$ cat src/rtl/vz16_pkg.sv
// Shared types and constants for the VZ16 fetch front end.
package vz16_pkg;

  localparam logic [15:0] VZ16_RESET_PC = 16'h0000;

  // Instruction word layout: opcode [3:0], Rn [7:4], R1 [11:8], R2 [15:12].
  typedef struct packed {
    logic [15:0] inst;
    logic [15:0] pc;
  } fetch_entry_t;

  typedef enum logic [1:0] {
    IDLE,
    FETCH,
    FLUSH
  } fetch_state_e;

endpackage

$ cat src/rtl/vz16_sync_fifo.sv
// Small synchronous in-order queue with flush; DEPTH must be a power of 2.
module vz16_sync_fifo #(
  parameter type         T     = logic,
  parameter int unsigned DEPTH = 4,
  localparam int unsigned CW   = $clog2(DEPTH + 1)
) (
  input  logic          clk,
  input  logic          rst_n,
  input  logic          flush,
  input  logic          push,
  input  T              wdata,
  input  logic          pop,
  output T              rdata,
  output logic [CW-1:0] count,
  output logic          empty,
  output logic          full
);

  localparam int unsigned PW = $clog2(DEPTH);

  T              mem_q [DEPTH];
  logic [PW-1:0] wptr_q, rptr_q;
  logic [CW-1:0] count_q;
  logic          do_push, do_pop;

  // Accepted push/pop; a push into a full queue is only taken alongside a pop.
  always_comb begin
    do_pop  = pop && (count_q != '0);
    do_push = push && ((count_q != CW'(DEPTH)) || do_pop);
  end

  // Pointer and occupancy state; flush wins over everything else.
  always_ff @(posedge clk or negedge rst_n) begin
    if (!rst_n) begin
      wptr_q  <= '0;
      rptr_q  <= '0;
      count_q <= '0;
    end else if (flush) begin
      wptr_q  <= '0;
      rptr_q  <= '0;
      count_q <= '0;
    end else begin
      if (do_push) wptr_q <= wptr_q + 1'b1;
      if (do_pop)  rptr_q <= rptr_q + 1'b1;
      case ({do_push, do_pop})
        2'b10:   count_q <= count_q + 1'b1;
        2'b01:   count_q <= count_q - 1'b1;
        default: count_q <= count_q;
      endcase
    end
  end

  // Entry storage; contents are don't-care while unoccupied, so no reset.
  always_ff @(posedge clk) begin
    if (!flush && do_push) mem_q[wptr_q] <= wdata;
  end

  // Head and status outputs.
  always_comb begin
    rdata = mem_q[rptr_q];
    count = count_q;
    empty = (count_q == '0);
    full  = (count_q == CW'(DEPTH));
  end

endmodule

$ cat src/rtl/vz16_fetch_unit.sv
// VZ16 instruction fetch: sequential address generation, credit-limited
// request issue, in-order response queue and redirect flush.
module vz16_fetch_unit
  import vz16_pkg::*;
#(
  parameter int unsigned DEPTH    = 4,
  parameter logic [15:0] RESET_PC = VZ16_RESET_PC
) (
  input  logic        clk,
  input  logic        rst_n,
  output logic        imem_req,
  output logic [15:0] imem_addr,
  input  logic        imem_gnt,
  input  logic        imem_rvalid,
  input  logic [15:0] imem_rdata,
  input  logic        redirect_valid,
  input  logic [15:0] redirect_pc,
  output logic        dec_valid,
  input  logic        dec_ready,
  output logic [15:0] dec_inst,
  output logic [15:0] dec_pc
);

  localparam int unsigned CW = $clog2(DEPTH + 1);

  fetch_state_e  state_q;
  logic [15:0]   fetch_pc_q;
  logic [15:0]   resp_pc_q;    // address of the next response that will be kept
  logic [CW-1:0] outstanding_q;
  logic [CW-1:0] drop_q;       // stale responses still to be discarded

  logic [CW-1:0] count;
  logic          fifo_empty, fifo_full;
  fetch_entry_t  push_entry, head_entry;

  logic [CW:0]   credit_used;
  logic          grant, dropping, rsp_live, push, pop;
  logic [CW-1:0] drop_next, redir_drop;

  // Handshake decode and credit check.
  always_comb begin
    credit_used = {1'b0, count} + {1'b0, outstanding_q};
    imem_req    = (state_q == FETCH) && !redirect_valid && (credit_used < (CW + 1)'(DEPTH));
    grant       = imem_req && imem_gnt;
    dropping    = (drop_q != '0);
    rsp_live    = imem_rvalid && !dropping;
    push        = rsp_live && !redirect_valid;
    dec_valid   = !fifo_empty && !redirect_valid;
    pop         = dec_valid && dec_ready;
    push_entry  = '{inst: imem_rdata, pc: resp_pc_q};
    drop_next   = drop_q;
    if (imem_rvalid && dropping) drop_next = drop_q - 1'b1;
    // Outside FLUSH drop_q is 0 and inside it outstanding_q is 0, so this
    // sum never exceeds DEPTH; a response arriving now is itself dropped.
    redir_drop  = drop_q + outstanding_q - {{(CW - 1){1'b0}}, imem_rvalid};
  end

  // Fetch FSM with PC, shadow response PC and in-flight/drop counters.
  always_ff @(posedge clk or negedge rst_n) begin
    if (!rst_n) begin
      state_q       <= IDLE;
      fetch_pc_q    <= RESET_PC;
      resp_pc_q     <= RESET_PC;
      outstanding_q <= '0;
      drop_q        <= '0;
    end else if (redirect_valid) begin
      fetch_pc_q    <= redirect_pc;
      resp_pc_q     <= redirect_pc;
      outstanding_q <= '0;
      drop_q        <= redir_drop;
      state_q       <= (redir_drop != '0) ? FLUSH : FETCH;
    end else begin
      if (grant) fetch_pc_q <= fetch_pc_q + 1'b1;
      if (push)  resp_pc_q  <= resp_pc_q + 1'b1;
      case ({grant, rsp_live})
        2'b10:   outstanding_q <= outstanding_q + 1'b1;
        2'b01:   outstanding_q <= outstanding_q - 1'b1;
        default: outstanding_q <= outstanding_q;
      endcase
      drop_q <= drop_next;
      case (state_q)
        IDLE:    state_q <= FETCH;
        FETCH:   state_q <= FETCH;
        FLUSH:   state_q <= (drop_next == '0) ? FETCH : FLUSH;
        default: state_q <= IDLE;
      endcase
    end
  end

  vz16_sync_fifo #(
    .T     (fetch_entry_t),
    .DEPTH (DEPTH)
  ) u_fifo (
    .clk   (clk),
    .rst_n (rst_n),
    .flush (redirect_valid),
    .push  (push),
    .wdata (push_entry),
    .pop   (pop),
    .rdata (head_entry),
    .count (count),
    .empty (fifo_empty),
    .full  (fifo_full)
  );

  // Decoder-facing outputs, forced to zero while the queue is empty.
  always_comb begin
    imem_addr = fetch_pc_q;
    dec_inst  = fifo_empty ? 16'h0000 : head_entry.inst;
    dec_pc    = fifo_empty ? 16'h0000 : head_entry.pc;
  end

  // Memory must never return more responses than were granted.
  rvalid_has_owner: assert property (@(posedge clk) disable iff (!rst_n)
    imem_rvalid |-> ((outstanding_q != '0) || (drop_q != '0)));

  // The credit rule makes a push into a full queue without a pop impossible.
  no_overflow: assert property (@(posedge clk) disable iff (!rst_n)
    push |-> (!fifo_full || pop));

endmodule
$ cat config.mk
export PLATFORM = sky130hd
export DESIGN_NAME = vz16_fetch_unit
export DESIGN_NICKNAME = d
export VERILOG_FILES = /design/src/rtl/vz16_pkg.sv /design/src/rtl/vz16_sync_fifo.sv /design/src/rtl/vz16_fetch_unit.sv
export SDC_FILE = /design/constraint.sdc
export NUM_CORES = 1
export LEC_CHECK = 0
export ABC_AREA = 1
export CORE_UTILIZATION = 45
export CTS_CLUSTER_SIZE = 16
export DETAILED_ROUTE_END_ITERATION = 8
export DONT_BUFFER_PORTS = 1
export PLACE_DENSITY = 0.61
export SLEW_MARGIN = 20
export SYNTH_ARGS = -nofsm -noshare
export SYNTH_HDL_FRONTEND = slang
export SYNTH_SLANG_ARGS = --single-unit
$ cat constraint.sdc
create_clock -name clk -period 3 [get_ports clk]
set_clock_uncertainty 0.2 [all_clocks]
set_input_delay 0.75 -clock clk [delete_from_list [all_inputs] [get_ports clk]]
set_output_delay 0.75 -clock clk [all_outputs]
set_load 0.05 [all_outputs]
==> impl_metrics.env <==
export IMPL_status="completed"
export IMPL_tightest_slew_ns=0.647
export IMPL_ir_worst_vdd_v=0.000439
export IMPL_cts_tree="built"
export IMPL_cts_root_buf="clkbuf_16"
export IMPL_grt_max_degree=48
export IMPL_antenna_cells=0
export IMPL_crit_fanout=5
export IMPL_grt_overflow_total=0
export IMPL_slew_headroom_pct=56.9
export IMPL_fmax_mhz=345
export IMPL_syn_to_final_growth_pct=15.4
export IMPL_synth_top_area_share_pct=47.7
export IMPL_drt_first_pass_iters=7
export IMPL_synth_warnings=0
export IMPL_crit_buf_inv=3
export IMPL_whs_path_depth=0
export IMPL_pin_count=88
export IMPL_floorplan_initialDensity_pct=46.4
export IMPL_rsz0062_at_grt="false"
export IMPL_hold_ws_ns=0.219
export IMPL_p_clk_share_pct=30.7
export IMPL_viasPerCell=5.29
export IMPL_fin_tns_setup_ns=0
export IMPL_fin_util_pct=53.5
export IMPL_gp_congestion=0.879
export IMPL_crit_family="flip-flops"
export IMPL_yosys_area_top_type="edfxtp_1"
export IMPL_clk_path_buf_depth=2
export IMPL_path_cells="ha_1, inv_1, nand2_1, nor2_2, inv_1, nor2_1, buf_4"
export IMPL_syn_area_um2=8050
export IMPL_cts_buffers=17
export IMPL_ff2ff_path_depth=14
export IMPL_setup_viol=0
export IMPL_crit_type="reg2out"
export IMPL_hpwl_mm=11.8
export IMPL_pwr_share_seq_pct=48.3
export IMPL_r2r_end="outstanding_q[2]$_DFFE_PN0P_"
export IMPL_start_kind="flop"
export IMPL_async_flop_share_pct=26.9
export IMPL_htreeDepth=4
export IMPL_end_kind="primary output"
export IMPL_timing_final_crit_share_pct=96.7
export IMPL_total_power_w=0.00640
export IMPL_clk_latency_ns=0.42
export IMPL_power_leakage_nw=3.68
export IMPL_routed_wl_mm=18.3
export IMPL_placed_cells=1064
export IMPL_hold_end="u_fifo.mem_q[3][16]$_DFFE_PP_"
export IMPL_instances_no_fill=1097
export IMPL_cp_required_ns=2.05
export IMPL_synth_ff_type="edfxtp_1"
export IMPL_ant_nets=0
export IMPL_core_um2=17400
export IMPL_synth_cell_type_count=32
export IMPL_crit_arrival_ns=1.95
export IMPL_synth_seq_area_share_pct=62.3
export IMPL_swShare_pct=32.7
export IMPL_slowest_stage="dfrtp_1"
export IMPL_intPower_w=0.00431
export IMPL_fin_nets=914
export IMPL_drtIter0Drc=395
export IMPL_grt_pass1_wl_mm=28.7
export IMPL_clock_sinks=175
export IMPL_p_sw_w=0.00209
export IMPL_crit_top_cell="inv_1"
export IMPL_grt_usage_pct=20.6
export IMPL_synthTopCellsByArea="edfxtp_1 48%, dfrtp_1 15%, nor2_1 7.4%"
export IMPL_antenna_found_initial=0
export IMPL_hold_viol=0
export IMPL_min_period_ns=2.90
export IMPL_reg2reg_slack_ns=0.36
export IMPL_syn_instance_count=812
export IMPL_maxCapViolations=0
export IMPL_avgSynthCellArea_um2=9.92
export IMPL_die_area_um2=18400
export IMPL_row_count=48
export IMPL_vias=5799
export IMPL_die_height_um=136
export IMPL_io_buffers=0
export IMPL_yosys_register_bits=175
export IMPL_syn_nets=866
export IMPL_power_density_nw_per_um2=689
export IMPL_comb_power_share_pct=21.1
export IMPL_layout_drive_gt1_share_pct=11.6
export IMPL_grt_pass1_vias=5612
export IMPL_min_path_type="in2reg"
export IMPL_die_w_um=136
export IMPL_post_cts_buffers=0
export IMPL_slowest_delay_ns=0.46
export IMPL_synth_edf_count=128
export IMPL_drc=0
export IMPL_r2r_start="outstanding_q[2]$_DFFE_PN0P_"
export IMPL_wl_per_cell_um=16.7
export IMPL_hp_start="imem_rdata[0]"
export IMPL_clk_pin_slew_ns=0.06
export IMPL_slew_violations=0
## synth_stat cells, types with 9 or more instances
cell type,instances
clkbuf_1,16
nand4_1,13
dfrtp_1,47
ha_1,13
a21oi_1,37
nand2_1,133
o21ai_0,84
nor2_1,158
edfxtp_1,128
nor3_1,9
nand3_1,50
o211ai_1,11
inv_1,60
## worst reg2reg max path: cells and delay by family (launching register included)
kind	cells	cell delay, ns
fa+ha+maj	2	0.70
buf+inv	3	0.21
xor+xnor	1	0.21
flops	1	0.46
simple gates	8	0.74
## layer usage
metal / vias up / share of wire [%] / track usage (%)
li1: 2852 / - / -
met1: 2753 / 43 / 25.7
met2: 178 / 49 / 34.9
met3: 16 / 6.6 / 5.84
met4: 0 / 1.1 / 5.93
met5: - / 0 / 0
## worst max path at each step
| stage | slack [ns] | start | endpoint | cells past startpoint |
|---|---|---|---|---|
| final | 0.1 | outstanding_q[2]$_DFFE_PN0P_ | imem_req | 7 |
| after global routing | 0.02 | u_fifo.rptr_q[0]$_DFFE_PN0P_ | dec_inst[11] | 5 |
| after CTS | 0.08 | u_fifo.rptr_q[0]$_DFFE_PN0P_ | dec_pc[4] | 5 |
| after detailed placement | 0.41 | outstanding_q[2]$_DFFE_PN0P_ | outstanding_q[2]$_DFFE_PN0P_ | 14 |
| after global placement | 0.52 | imem_rvalid | state_q[0]$_DFF_PN0_ | 11 |
| after floorplan | -0.20 | redirect_valid | u_fifo.mem_q[0][0]$_DFFE_PP_ | 5 |
## final cells by class
type                       instances  area [µm²]
clock inverter                    11        85.1
clock buffer                      20         437
fill                            1531        8070
tap                              225         282
inverter                          64         240
timing repair buffer              60         543
sequential                       175        5020
multi-input combinational        542        2680
## registers in the layout (all words and copies together), names as in the netlist
register / flops
drop_q: 3
u_fifo.rptr_q: 2
imem_addr: 16
u_fifo.mem_q: 128
state_q: 2
resp_pc_q: 16
outstanding_q: 3
u_fifo.wptr_q: 2
u_fifo.count: 3
## metrics by stage
step | cell area [µm²] | setup slack [ns]
after floorplan | 8050 | -0.199
after global placement | 8720 | 0.520
after detailed placement | 8720 | 0.408
after CTS | 9280 | 0.0807
after global routing | 9290 | 0.0184
final | 9290 | 0.0977
## power by group through the flow
stage / combinational (W) / clock [W] / sequential, W
after floorplan: 0.000938 / 0 / 0.00313
after global placement: 0.00129 / 0 / 0.00313
after detailed placement: 0.00133 / 0 / 0.00314
after CTS: 0.00136 / 0.00200 / 0.00309
after global routing: 0.00151 / 0.00209 / 0.00312
final: 0.00135 / 0.00196 / 0.00309
## placed cells by master (no fill, tap or decap), types with 3 or more instances in the layout
cell / n
nor2_1: 154
clkbuf_16: 17
inv_2: 4
xnor2_1: 8
nor2_4: 5
nor3_1: 9
clkinvlp_4: 5
inv_1: 60
o21ai_0: 84
nand2_1: 133
xor2_1: 8
fa_1: 3
nand3_1: 50
clkbuf_1: 3
nand4_1: 13
dfrtp_1: 46
ha_1: 13
inv_6: 3
o211ai_1: 11
a21oi_1: 37
buf_12: 5
buf_4: 51
edfxtp_1: 128
## cells by family (layout without fill, tap and decap cells)
family / after synthesis / in the layout / synth area share [%]
compound gates: 138 / 138 / 9.08
flops: 175 / 175 / 62.3
xor+xnor: 16 / 16 / 1.74
fa+ha+maj: 16 / 16 / 2.77
simple gates: 372 / 372 / 19.4
buf+inv: 95 / 155 / 4.69
## what timing repair did
item / in CTS / in global routing
gates resized for setup: 0 / 2
endpoints found under the hold margin: 47 / 0
setup endpoints to repair: 0 / 5
hold buffers: 2 / 0
(Power assumes the default switching activity.)
